### src/rtl/hazard_flag_pipe_pkg.sv
// Shared definitions for the hazard flag pipeline: stall FSM encoding,
// default sizing constants and flag bit positions within a bundle.
package hazard_pkg;

    typedef enum logic {
        ST_IDLE  = 1'b0,
        ST_STALL = 1'b1
    } stall_state_e;

    localparam int HAZ_W     = 2;
    localparam int HAZ_DEPTH = 4;
    localparam int HAZ_CNT_W = 3;

    localparam int FLG_REDIR_DM = 0;
    localparam int FLG_STALL    = 1;

endpackage

### src/rtl/hazard_flag_pipe_if.sv
// Bus bundle for hazard_flag_pipe. The slave modport is the pipeline side,
// the master modport is the instruction source / observer side.
// Optional macro HAZ_PERF_CNT_EN adds the stall_cycles/flush_count outputs.
interface hazard_flag_pipe_if #(
    parameter int W     = 2,
    parameter int DEPTH = 4,
    parameter int CNT_W = 3
) ();
    logic                 in_valid;
    logic [W-1:0]         in_flags;
    logic                 stall_req;
    logic [CNT_W-1:0]     stall_len;
    logic                 flush;
    logic [DEPTH-1:0]     stg_valid;
    logic [DEPTH*W-1:0]   stg_flags;
    logic                 stall;
    logic                 busy;
`ifdef HAZ_PERF_CNT_EN
    logic [31:0]          stall_cycles;
    logic [31:0]          flush_count;
`endif

    modport slave (
        input  in_valid, in_flags, stall_req, stall_len, flush,
`ifdef HAZ_PERF_CNT_EN
        output stall_cycles, flush_count,
`endif
        output stg_valid, stg_flags, stall, busy
    );

    modport master (
        output in_valid, in_flags, stall_req, stall_len, flush,
`ifdef HAZ_PERF_CNT_EN
        input  stall_cycles, flush_count,
`endif
        input  stg_valid, stg_flags, stall, busy
    );
endinterface

### src/rtl/hazard_flag_pipe_stall_seq.sv
// Multi-cycle stall sequencer. A request in IDLE freezes the pipe for
// max(stall_len,1) cycles in total: the request cycle itself plus
// max(stall_len,1)-1 cycles spent in STALL. Flush aborts everything.
module hazard_stall_seq
    import hazard_pkg::*;
#(
    parameter int CNT_W = HAZ_CNT_W
) (
    input  logic             clk,
    input  logic             resetn,
    input  logic             stall_req,
    input  logic [CNT_W-1:0] stall_len,
    input  logic             flush,
    output logic             stall_act,
    output logic             busy
);
    localparam logic [CNT_W-1:0] CNT_ZERO = {CNT_W{1'b0}};
    localparam logic [CNT_W-1:0] CNT_ONE  = CNT_W'(1);

    stall_state_e     state_r, state_s;
    logic [CNT_W-1:0] cnt_r, cnt_s;
    logic [CNT_W-1:0] len_m1_s;

    // Effective length minus one; a zero length behaves like one.
    always_comb begin
        if (stall_len == CNT_ZERO) begin
            len_m1_s = CNT_ZERO;
        end else begin
            len_m1_s = stall_len - CNT_ONE;
        end
    end

    // State and remaining-cycle counter registers.
    always_ff @(posedge clk or negedge resetn) begin
        if (!resetn) begin
            state_r <= ST_IDLE;
            cnt_r   <= CNT_ZERO;
        end else begin
            state_r <= state_s;
            cnt_r   <= cnt_s;
        end
    end

    // Next state: flush wins, a request in IDLE loads the counter, STALL
    // counts down and leaves when the count reaches zero.
    always_comb begin
        state_s = state_r;
        cnt_s   = cnt_r;
        if (flush) begin
            state_s = ST_IDLE;
            cnt_s   = CNT_ZERO;
        end else begin
            case (state_r)
                ST_IDLE: begin
                    if (stall_req) begin
                        cnt_s   = len_m1_s;
                        state_s = (len_m1_s != CNT_ZERO) ? ST_STALL : ST_IDLE;
                    end else begin
                        cnt_s   = CNT_ZERO;
                        state_s = ST_IDLE;
                    end
                end
                ST_STALL: begin
                    if (cnt_r <= CNT_ONE) begin
                        cnt_s   = CNT_ZERO;
                        state_s = ST_IDLE;
                    end else begin
                        cnt_s   = cnt_r - CNT_ONE;
                        state_s = ST_STALL;
                    end
                end
                default: begin
                    state_s = ST_IDLE;
                    cnt_s   = CNT_ZERO;
                end
            endcase
        end
    end

    // Stall is active on the request cycle and throughout STALL, never on flush.
    always_comb begin
        busy      = (state_r == ST_STALL);
        stall_act = ~flush & (((state_r == ST_IDLE) & stall_req) | (state_r == ST_STALL));
    end

endmodule

### src/rtl/hazard_flag_pipe.sv
// Control-flag pipeline: DEPTH stages of {valid, flags}, stage 0 youngest.
// Stall holds stages below STALL_STAGE and bubbles STALL_STAGE; flush clears
// stages 0..FLUSH_STAGE. Optional macro HAZ_PERF_CNT_EN adds stall/flush
// event counters.
module hazard_flag_pipe
    import hazard_pkg::*;
#(
    parameter int W           = HAZ_W,
    parameter int DEPTH       = HAZ_DEPTH,
    parameter int STALL_STAGE = 1,
    parameter int FLUSH_STAGE = 1,
    parameter int CNT_W       = HAZ_CNT_W
) (
    input  logic              clk,
    input  logic              resetn,
    hazard_flag_pipe_if.slave bus
);
    localparam logic [W-1:0] FLG_ZERO = {W{1'b0}};

    logic         stall_act_s;
    logic         busy_s;
    logic         stall_r;
    logic         valid_r [DEPTH];
    logic [W-1:0] flags_r [DEPTH];
    logic         valid_s [DEPTH];
    logic [W-1:0] flags_s [DEPTH];

    hazard_stall_seq #(.CNT_W(CNT_W)) u_seq (
        .clk       (clk),
        .resetn    (resetn),
        .stall_req (bus.stall_req),
        .stall_len (bus.stall_len),
        .flush     (bus.flush),
        .stall_act (stall_act_s),
        .busy      (busy_s)
    );

    // Next value of every stage: flush clear, stall hold/bubble, else shift.
    always_comb begin
        valid_s[0] = valid_r[0];
        flags_s[0] = flags_r[0];
        if (bus.flush) begin
            valid_s[0] = 1'b0;
            flags_s[0] = FLG_ZERO;
        end else if (stall_act_s) begin
            if (STALL_STAGE == 0) begin
                valid_s[0] = 1'b0;
                flags_s[0] = FLG_ZERO;
            end else begin
                valid_s[0] = valid_r[0];
                flags_s[0] = flags_r[0];
            end
        end else begin
            valid_s[0] = bus.in_valid;
            flags_s[0] = bus.in_valid ? bus.in_flags : FLG_ZERO;
        end
        for (int i = 1; i < DEPTH; i++) begin
            valid_s[i] = valid_r[i-1];
            flags_s[i] = flags_r[i-1];
            if (bus.flush && (i <= FLUSH_STAGE)) begin
                valid_s[i] = 1'b0;
                flags_s[i] = FLG_ZERO;
            end else if (stall_act_s && (i < STALL_STAGE)) begin
                valid_s[i] = valid_r[i];
                flags_s[i] = flags_r[i];
            end else if (stall_act_s && (i == STALL_STAGE)) begin
                valid_s[i] = 1'b0;
                flags_s[i] = FLG_ZERO;
            end else begin
                valid_s[i] = valid_r[i-1];
                flags_s[i] = flags_r[i-1];
            end
        end
    end

    // Stage registers and the one-cycle-delayed stall indication.
    always_ff @(posedge clk or negedge resetn) begin
        if (!resetn) begin
            for (int i = 0; i < DEPTH; i++) begin
                valid_r[i] <= 1'b0;
                flags_r[i] <= FLG_ZERO;
            end
            stall_r <= 1'b0;
        end else begin
            for (int i = 0; i < DEPTH; i++) begin
                valid_r[i] <= valid_s[i];
                flags_r[i] <= flags_s[i];
            end
            stall_r <= stall_act_s;
        end
    end

    // Flatten stage registers onto the bus.
    always_comb begin
        bus.stg_valid = {DEPTH{1'b0}};
        bus.stg_flags = {(DEPTH*W){1'b0}};
        for (int i = 0; i < DEPTH; i++) begin
            bus.stg_valid[i]       = valid_r[i];
            bus.stg_flags[i*W +: W] = flags_r[i];
        end
        bus.stall = stall_r;
        bus.busy  = busy_s;
    end

`ifdef HAZ_PERF_CNT_EN
    logic [31:0] stall_cycles_r;
    logic [31:0] flush_count_r;

    // Free-running wrap-around event counters.
    always_ff @(posedge clk or negedge resetn) begin
        if (!resetn) begin
            stall_cycles_r <= 32'd0;
            flush_count_r  <= 32'd0;
        end else begin
            stall_cycles_r <= stall_cycles_r + (stall_act_s ? 32'd1 : 32'd0);
            flush_count_r  <= flush_count_r + (bus.flush ? 32'd1 : 32'd0);
        end
    end

    // Drive counter outputs.
    always_comb begin
        bus.stall_cycles = stall_cycles_r;
        bus.flush_count  = flush_count_r;
    end
`endif

endmodule
### src/flat_wrapper.sv
// flat-port wrapper written by rule: the top's interface ports become plain ports
module hazard_flag_pipe_flat import hazard_pkg::*;
#(
    parameter int W           = HAZ_W,
    parameter int DEPTH       = HAZ_DEPTH,
    parameter int STALL_STAGE = 1,
    parameter int FLUSH_STAGE = 1,
    parameter int CNT_W       = HAZ_CNT_W
)
  (clk, resetn, bus_in_valid, bus_in_flags, bus_stall_req, bus_stall_len, bus_flush, bus_stg_valid, bus_stg_flags, bus_stall, bus_busy);
  hazard_flag_pipe_if #(.W(W), .DEPTH(DEPTH), .CNT_W(CNT_W)) bus_i ();
  input  logic clk;
  input  logic resetn;
  input wire logic [$bits(bus_i.in_valid)-1:0] bus_in_valid;
  input wire logic [$bits(bus_i.in_flags)-1:0] bus_in_flags;
  input wire logic [$bits(bus_i.stall_req)-1:0] bus_stall_req;
  input wire logic [$bits(bus_i.stall_len)-1:0] bus_stall_len;
  input wire logic [$bits(bus_i.flush)-1:0] bus_flush;
  output wire logic [$bits(bus_i.stg_valid)-1:0] bus_stg_valid;
  output wire logic [$bits(bus_i.stg_flags)-1:0] bus_stg_flags;
  output wire logic [$bits(bus_i.stall)-1:0] bus_stall;
  output wire logic [$bits(bus_i.busy)-1:0] bus_busy;
  assign bus_i.in_valid = bus_in_valid;
  assign bus_i.in_flags = bus_in_flags;
  assign bus_i.stall_req = bus_stall_req;
  assign bus_i.stall_len = bus_stall_len;
  assign bus_i.flush = bus_flush;
  assign bus_stg_valid = bus_i.stg_valid;
  assign bus_stg_flags = bus_i.stg_flags;
  assign bus_stall = bus_i.stall;
  assign bus_busy = bus_i.busy;
  hazard_flag_pipe #(.W(W), .DEPTH(DEPTH), .STALL_STAGE(STALL_STAGE), .FLUSH_STAGE(FLUSH_STAGE), .CNT_W(CNT_W)) u_core (.clk(clk), .resetn(resetn), .bus(bus_i));
endmodule
### config.mk
export PLATFORM = sky130hd
export DESIGN_NAME = hazard_flag_pipe_flat
export DESIGN_NICKNAME = d
export VERILOG_FILES = /design/src/rtl/hazard_flag_pipe_pkg.sv /design/src/rtl/hazard_flag_pipe_if.sv /design/src/rtl/hazard_flag_pipe_stall_seq.sv /design/src/rtl/hazard_flag_pipe.sv /design/src/flat_wrapper.sv
export SDC_FILE = /design/constraint.sdc
export NUM_CORES = 1
export LEC_CHECK = 0
export CAP_MARGIN = 5
export CORE_MARGIN = 2
export CORE_UTILIZATION = 42
export DETAILED_ROUTE_END_ITERATION = 8
export GPL_ROUTABILITY_DRIVEN = 0
export MAX_ROUTING_LAYER = met4
export PLACE_DENSITY = 0.75
export SYNTH_ARGS = -nofsm -noshare
export SYNTH_HDL_FRONTEND = slang
export SYNTH_SLANG_ARGS = --single-unit
### constraint.sdc
create_clock -name clk -period 1.8 [get_ports clk]
set_clock_uncertainty 0.2 [all_clocks]
set_input_delay 0.27 -clock clk [delete_from_list [all_inputs] [get_ports clk]]
set_output_delay 0.27 -clock clk [all_outputs]
set_load 0.02 [all_outputs]
Word level (Yosys, flattened, before mapping) --
Index checks and enable logic that the tools add are counted.
Storage, ports and cells: input bits 10, flip-flop bits (word level) 17, output and inout bits 14, logic and storage cells 41
Cells by class: reduce and logical (&&, ||, !) cells 2, $lt $le $gt $ge 1, muxes and demuxes 19, $add $sub $neg 2, eq/ne operators 1, bitwise logic cells 5
Operators with widths (count):
- $mux W3 | 4
- $mux W2 | 5
- $mux W1 | 8
- $pmux W3 S2 | 1
- $sub A3 B1 Y3 const B | 2
- $le A3 B1 Y1 const B | 1
- $logic_not A3 Y1 | 1
- $reduce_bool A3 Y1 | 1
- $and A1 B1 Y1 | 2
- $ne A2 B2 Y1 const B | 1
- $not A1 Y1 | 2
- $pmux W1 S2 | 1
- $or A1 B1 Y1 | 1

Depth between registers and ports, before layout --
Gate-level depths: netlist (run 1).
word-level depth 7, depth in mapped cells 5

By module --
Synthesis (run 1) repeated with hierarchy kept, for this count alone.
Second synthesis, totals: cell total of the unflattened synthesis 57, area, all modules 694.4 um^2
Modules (own cells, without submodules):
- hazard_flag_pipe | area an instance 439.2 um^2, cells each 31, times used 1
- hazard_stall_seq | area an instance 255.2 um^2, cells each 26, times used 1

Least setup slack after synthesis (run 1) --
No wires, ideal clock.
kind reg2reg, start register u_core.u_seq.cnt_r[1], end register u_core.u_seq.cnt_r[2], slack 0.359 ns, buffers on the path 0, setup time 0.094 ns, data arrival time 1.147 ns, stages on the path, launching flop included 6, required time 1.506 ns, cells stage by stage dfrtp_1 -> inv_2 -> ha_1 -> inv_1 -> or3_1 -> a221oi_2
On the way: cells in the longest elaborated chain, start to end 4, elaborated cells on any way between the ends 5
RTL lines:
- from (decl) | RTL line hazard_flag_pipe_stall_seq.sv:21 | logic [CNT_W-1:0] cnt_r, cnt_s;
- from (signal assigned) | RTL line hazard_flag_pipe_stall_seq.sv:40 | cnt_r <= cnt_s;
- $sub A3 B1 Y3 / $le A3 B1 Y1 (equally long branches) | RTL line hazard_flag_pipe_stall_seq.sv:68, hazard_flag_pipe_stall_seq.sv:64
- $mux W3 (*) | RTL line hazard_flag_pipe_stall_seq.sv:64 | if (cnt_r <= CNT_ONE) begin
- $pmux W3 S2 (*) | RTL line hazard_flag_pipe_stall_seq.sv:53 | case (state_r)
- $mux W3 (*) | RTL line hazard_flag_pipe_stall_seq.sv:49 | if (flush) begin
- net u_core.u_seq.cnt_s[2] | RTL line hazard_flag_pipe_stall_seq.sv:21
The timed path passes the listed nets; every way through them passes the cells marked *. A chain may end at the register's enable or synchronous reset.

Final worst setup path (run 1) --
start register u_core.flags_r, in the netlist u_core.bus.stg_flags[1], end output port bus_stg_flags[1]
RTL lines:
- from (decl) | RTL line hazard_flag_pipe.sv:24 | logic [W-1:0] flags_r [DEPTH];
- from (signal, indexed assignment) | RTL line hazard_flag_pipe.sv:87 | flags_r[i] <= flags_s[i];
- to (decl) | RTL line flat_wrapper.sv:20 | output wire logic [$bits(bus_i.stg_flags)-1:0] bus_stg_flags;
No word-level cell between the ends.

==> results of run 1 <==
cell families after synthesis:
| logic type | synth area share |
|---|---|
| AOI/OAI and AO/OA | 0.157 |
| DFF | 0.623 |
| and+or+nand+nor | 0.101 |
| buffers and inverters | 0.101 |
| adders and majority gates | 0.0183 |
power by group:
part	switching (mW)	internal, mW
combinational	0.0640	0.0574
clock	0.109	0.0822
sequential	0.00822	0.397
total	0.181	0.536
cell usage after synthesis:
master      n  area share
dfrtp_1    17        0.62
a21oi_1     6       0.044
buf_4       6       0.066
and2_1      3       0.027
inv_1       3       0.016
o21ai_0     3       0.022
inv_2       2       0.011
nand2_1     2       0.011
nand3_1     2       0.015
nor2_1      2       0.011
or3_1       2       0.018
a2111oi_2   1       0.022
a211oi_1    1       0.011
a221oi_2    1       0.022
buf_2       1      0.0073
ha_1        1       0.018
nor3_1      1      0.0073
nor3b_1     1       0.011
o211ai_1    1       0.011
o21ai_1     1      0.0073
o31ai_2     1       0.018
worst max path at each step:
| stage | endpoint | slack [ns] | depth (start not counted) |
|---|---|---|---|
| floorplan | u_core.u_seq.cnt_r[2]$_DFF_PN0_ | 0.36 | 5 |
| global placement | u_core.u_seq.cnt_r[0]$_DFF_PN0_ | 0.14 | 4 |
| detailed placement | u_core.u_seq.cnt_r[0]$_DFF_PN0_ | 0.09 | 4 |
| CTS | bus_stg_flags[0] | 0.04 | 1 |
| global route | bus_stg_valid[0] | 0.006 | 1 |
| finish | bus_stg_flags[1] | 0.08 | 1 |
through the flow:
| stage | hold WS [ns] | instances | worst slack [ns] |
|---|---|---|---|
| floorplan | -0.226 | 58 | 0.359 |
| global placement | 0.158 | 93 | 0.137 |
| detailed placement | 0.160 | 93 | 0.0924 |
| CTS | 0.108 | 97 | 0.0449 |
| global route | 0.132 | 97 | 0.00605 |
| finish | 0.109 | 97 | 0.0836 |
cell type report:
| class | count | area, um2 | area share |
|---|---|---|---|
| sequential | 17 | 425 | 0.455 |
| clock buffer | 3 | 22.5 | 0.0241 |
| inverter | 5 | 18.8 | 0.0201 |
| clock inverter | 1 | 5.00 | 0.00535 |
| timing repair buffer | 26 | 255 | 0.273 |
| tap | 16 | 20.0 | 0.0214 |
| multi-input combinational | 29 | 189 | 0.202 |
sequential cells by signal (all words and copies together) (netlist names):
register and cells:
u_core.bus.stall 1, u_core.bus.stg_valid 4, u_core.u_seq.busy 1, u_core.u_seq.cnt_r 3
u_core.bus.stg_flags 8
cells in the final DEF, fill, tap and decap left out, types with 2 or more instances in the layout:
master           netlist  layout
nand3_1                2       2
inv_1                  3       3
nand2_1                2       2
buf_4                  6       3
or3_1                  2       2
inv_2                  2       2
a21oi_1                6       6
clkbuf_4               0       3
dfrtp_1               17      17
o21ai_0                3       3
clkdlybuf4s50_1        0      22
and2_1                 3       3
nor2_1                 2       2
layer usage:
metal  vias up  GRT usage
met4         0     0.0545
met1       246      0.184
met2        17      0.265
met5         -          -
met3         0     0.0408
li1        245          -
timing repair:
| item | CTS | global route |
|---|---|---|
| setup buffers | 0 | 0 |
| gates resized for setup | 0 | 1 |
| hold buffers | 0 | 0 |
| endpoints found under the setup margin | 0 | 1 |
==> run metrics, run 1 <==
Die Height=between 40 and 50 um; CP top delay family=buffers and inverters; num ports=24; via count=508; Reg-to-Reg Start=u_core.u_seq.cnt_r[1]$_DFF_PN0_; Syn Nets=69; filler instances=around 130; number of global-route vias before repair=~540; Pwr Total=just over 0.7 mW; area grow syn2layout=37.0%; post-layout util=0.614; CTS tree=yes; largest net degree at the start of global routing=18; Setup TNS=0 ns; Crit path largest cell delay=roughly 0.60 ns; highest clock rate=between 500 and 600 MHz; Worst R2R Path Depth=5; first-pass GRT wire length=2.20 mm; dpl hpwl=970 um; H-tree levels=1; WP data required=1.33 ns; highest metal used=met3; Clk Latency, worst-skew pair=between 0.2 and 0.3 ns; routed wire length=between 1 and 1.5 mm; max_cap viols=0; final setup vio count=0; Root Driver=clkbuf_4; Diodes inserted=0; synthesized cell area=about 700 um2; initial antenna violation count=0; Placed Area=between 900 and 1000 um2; fin crit share=0.954; transition time of the tightest slew-check pin=~0.35 ns; Crit Path Category=flip-flop to output pin; core area=1520 um2; CTS buffer count=3; Max clock buf depth=2; crit path max fanout=3; Starting Density=0.448; Via density=between 5 and 6; P_leak=0.434 nW; FF-to-FF End=u_core.u_seq.cnt_r[2]$_DFF_PN0_; HP Class=input port to asynchronous set/reset pin; Yosys reg bits=17; Worst Path Buf+Inv=1; DRC=0; 1st-pass router iterations=4; layout cells sized above 1=0.148; Seq/Total Area, Yosys=0.623; syn_area_per_cell=11.8 um2; post-route ant nets=0; count of cell types in the netlist=21; die width=~44 um; min cycle time layout=between 1.5 and 2 ns; Synth Instances=just under 60; design area=~940 um2; die area=between 1500 and 2000 um2; Crit. End Element=output pin; # clock sinks=17; worst reg2reg setup slack=roughly 0.28 ns; met3 wire length=between 60 and 70 um; crit-path cells=clkdlybuf4s50_1; M1 wire length=about 560 um; Setup crit start kind=flip-flop; DR iter-0 viols=9; Worst slew margin=0.768; crit path DAT=approximately 1.3 ns; Fin. Hold Viols=0; Avg WL per Cell=approximately 12 um; Clock Pin Slew Worst Setup and Hold Paths=0.09 ns; slowest CP cell=clkdlybuf4s50_1; Power per Cell Area=between 700 and 800 nW/um2; Yosys Warn Count=0; # rows=14; nets@finish=93; Slew Viols, Final=0; number of I/O port buffers=23; met2 wire length=~570 um; peak supply drop=approximately 330 uV; CP Launch Point=u_core.bus.stg_flags[1]$_DFFE_PN0P_; outcome=finished, final reports clean; RSZ-0062 raised after global routing=false; total track usage=0.158; GRT overflow=0
(Power assumes the default switching activity.)
==> inputs of run 2 (changes only) <==
--- a/config.mk
+++ b/config.mk
@@ -5,7 +5,6 @@
 export SDC_FILE = /design/constraint.sdc
 export NUM_CORES = 1
 export LEC_CHECK = 0
-export CAP_MARGIN = 5
 export CORE_MARGIN = 2
 export CORE_UTILIZATION = 42
 export DETAILED_ROUTE_END_ITERATION = 8
==> results of run 2 <==
Same layout as run 1: the final DEF is identical, and so are final timing and power.
==> inputs of run 3 (changes only) <==
--- a/config.mk
+++ b/config.mk
@@ -6,11 +6,13 @@
 export NUM_CORES = 1
 export LEC_CHECK = 0
 export CORE_MARGIN = 2
-export CORE_UTILIZATION = 42
+export CORE_UTILIZATION = 45
 export DETAILED_ROUTE_END_ITERATION = 8
 export GPL_ROUTABILITY_DRIVEN = 0
 export MAX_ROUTING_LAYER = met4
-export PLACE_DENSITY = 0.75
+export PLACE_DENSITY = 0.8
+export SKIP_LAST_GASP = 1
 export SYNTH_ARGS = -nofsm -noshare
 export SYNTH_HDL_FRONTEND = slang
 export SYNTH_SLANG_ARGS = --single-unit
+export TNS_END_PERCENT = 50
==> constraint.sdc (replaced) <==
create_clock -name clk -period 2.06 [get_ports clk]
set_clock_uncertainty 0.2 [all_clocks]
set_input_delay 0.309 -clock clk [delete_from_list [all_inputs] [get_ports clk]]
set_output_delay 0.309 -clock clk [all_outputs]
set_load 0.02 [all_outputs]
==> run metrics, run 3 (synthesis gave the netlist of run 1 again) <==
outcome=finished, final reports clean; CTS tree=yes; layout cells sized above 1=0.127; P_leak=roughly 0.40 nW; Clk Latency, worst-skew pair=around 0.28 ns; slowest CP cell=clkdlybuf4s50_1; via count=480; sw frac=0.250; combinational power share=0.152; Die Height=43.0 um; routed wire length=1.12 mm; Int Pwr=about 0.47 mW; Crit path largest cell delay=0.64 ns; largest net degree at the start of global routing=18; die area=around 1800 um2; highest clock rate=between 500 and 600 MHz; most frequent cells in the layout=23 x clkdlybuf4s50_1, 16 x dfrtp_1, 6 x a21oi_1; crit path max fanout=11; Crit Path Category=flip-flop to output pin; initial antenna violation count=0; final setup vio count=0; 1st-pass router iterations=4; sequential share of power=0.574; Setup TNS=0 ns; RSZ-0062 raised after global routing=false; design area=918 um2; nets@finish=91; H-tree levels=1; DRC=0; Clock Pin Slew Worst Setup and Hold Paths=approximately 0.090 ns; # rows=14; Crit. End Element=output pin; num ports=24; first-pass GRT wire length=1.95 mm; Diodes inserted=0; fin crit share=0.927; max_cap viols=0; Avg WL per Cell=~12 um; GRT overflow=0; Root Driver=clkbuf_4; Worst Path Buf+Inv=1; crit path DAT=around 1.4 ns; HP Class=input port to asynchronous set/reset pin; CTS buffer count=3; commonest non-fill, non-tap cell in the layout=clkdlybuf4s50_1; DR iter-0 viols=8; min cycle time layout=1.91 ns; non-filler cells, final=95; core area=around 1500 um2; Via density=~5.1; Placed Area=891 um2; Power per Cell Area=between 600 and 700 nW/um2; register cell area after layout=roughly 430 um2; peak supply drop=~300 uV; CTS resizes=0; total track usage=0.151; Starting Density=0.464; Setup crit start kind=flip-flop; area occupied by multi-input gates=between 150 and 200 um2; area grow syn2layout=34.4%; Slew Viols, Final=0; number of flip-flops in the largest register=8; post-CTS setup buffer count=0; # clock sinks=17; dpl hpwl=just under 900 um; Clock power frac=0.274; die width=around 43 um; transition time of the tightest slew-check pin=0.336 ns; Fin. Hold Viols=0; filler instances=roughly 130; Pwr Total=roughly 0.63 mW; WP data required=roughly 1.6 ns; post-route ant nets=0; CP top delay family=buffers and inverters; number of global-route vias before repair=452; Sw Pwr=0.156 mW; Worst slew margin=0.775; Placed Cells=between 90 and 100; Max clock buf depth=2; Hold Buf Count CTS=0; number of I/O port buffers=23; crit-path cells=clkdlybuf4s50_1
## run 3: changes by cell type in the layout (fill, tap and decap cells not counted), sizes merged
cell,change
clkdlybuf4s50,+1
clkbuf,+1
buf,-2
dlymetal6s2s,-1
clkinv,-1
## run 3: metrics by stage
step | utilization | worst slack [ns] | hold slack (ns)
detailed placement | 0.605 | 0.346 | 0.167
global placement | 0.605 | 0.371 | 0.160
floorplan | - | 0.619 | -0.187
CTS | 0.623 | 0.0358 | 0.141
global route | 0.624 | 0.0890 | 0.157
finish | 0.624 | 0.150 | 0.137
## run 3: final timing paths
kind                                                      to  cells after the start  slack [ns]                              start
max in group asynchronous        u_core.u_seq.busy$_DFF_PN0_                      2        1.33                             resetn
setup / recovery                                    bus_busy                      1        0.15        u_core.u_seq.busy$_DFF_PN0_
hold / removal               u_core.u_seq.cnt_r[1]$_DFF_PN0_                      2        0.14                             resetn
hold reg to reg            u_core.bus.stg_valid[2]$_DFF_PN0_                      0        0.18  u_core.bus.stg_valid[1]$_DFF_PN0_
min in group clk           u_core.bus.stg_valid[2]$_DFF_PN0_                      0        0.18  u_core.bus.stg_valid[1]$_DFF_PN0_
setup reg to reg             u_core.u_seq.cnt_r[2]$_DFF_PN0_                      5        0.55    u_core.u_seq.cnt_r[1]$_DFF_PN0_
## run 3: routing by layer
| metal | GRT usage | up-vias | wire length (um) |
|---|---|---|---|
| met5 | - | - | 0 |
| met2 | 0.221 | 23 | 492 |
| met4 | 0.0909 | 0 | 23 |
| met3 | 0.0468 | 4 | 90 |
| met1 | 0.183 | 215 | 515 |
| li1 | - | 238 | - |
## run 3: power by group through the flow
stage	combinational [mW]	sequential, mW	clock (mW)
3_5_place_dp	0.0957	0.365	0
6_report	0.0950	0.359	0.171
4_1_cts	0.0961	0.358	0.180
2_1_floorplan	0.0423	0.368	0
5_1_grt	0.105	0.361	0.200
3_3_place_gp	0.0950	0.365	0
## run 3: layout make-up
| cell class | instances | share of cell area |
|---|---|---|
| inverters | 5 | 0.0204 |
| repair buffers | 24 | 0.259 |
| well taps | 16 | 0.0218 |
| multi-input cells | 29 | 0.206 |
| flip-flops and latches | 17 | 0.465 |
| clock buffers | 4 | 0.0286 |
## run 3: worst register-to-register path: stages (launching register included)
cell and delay (ns):
dfrtp_1 0.41, inv_2 0.06, ha_1 0.12, inv_1 0.04, or3_1 0.38, a221oi_2 0.22
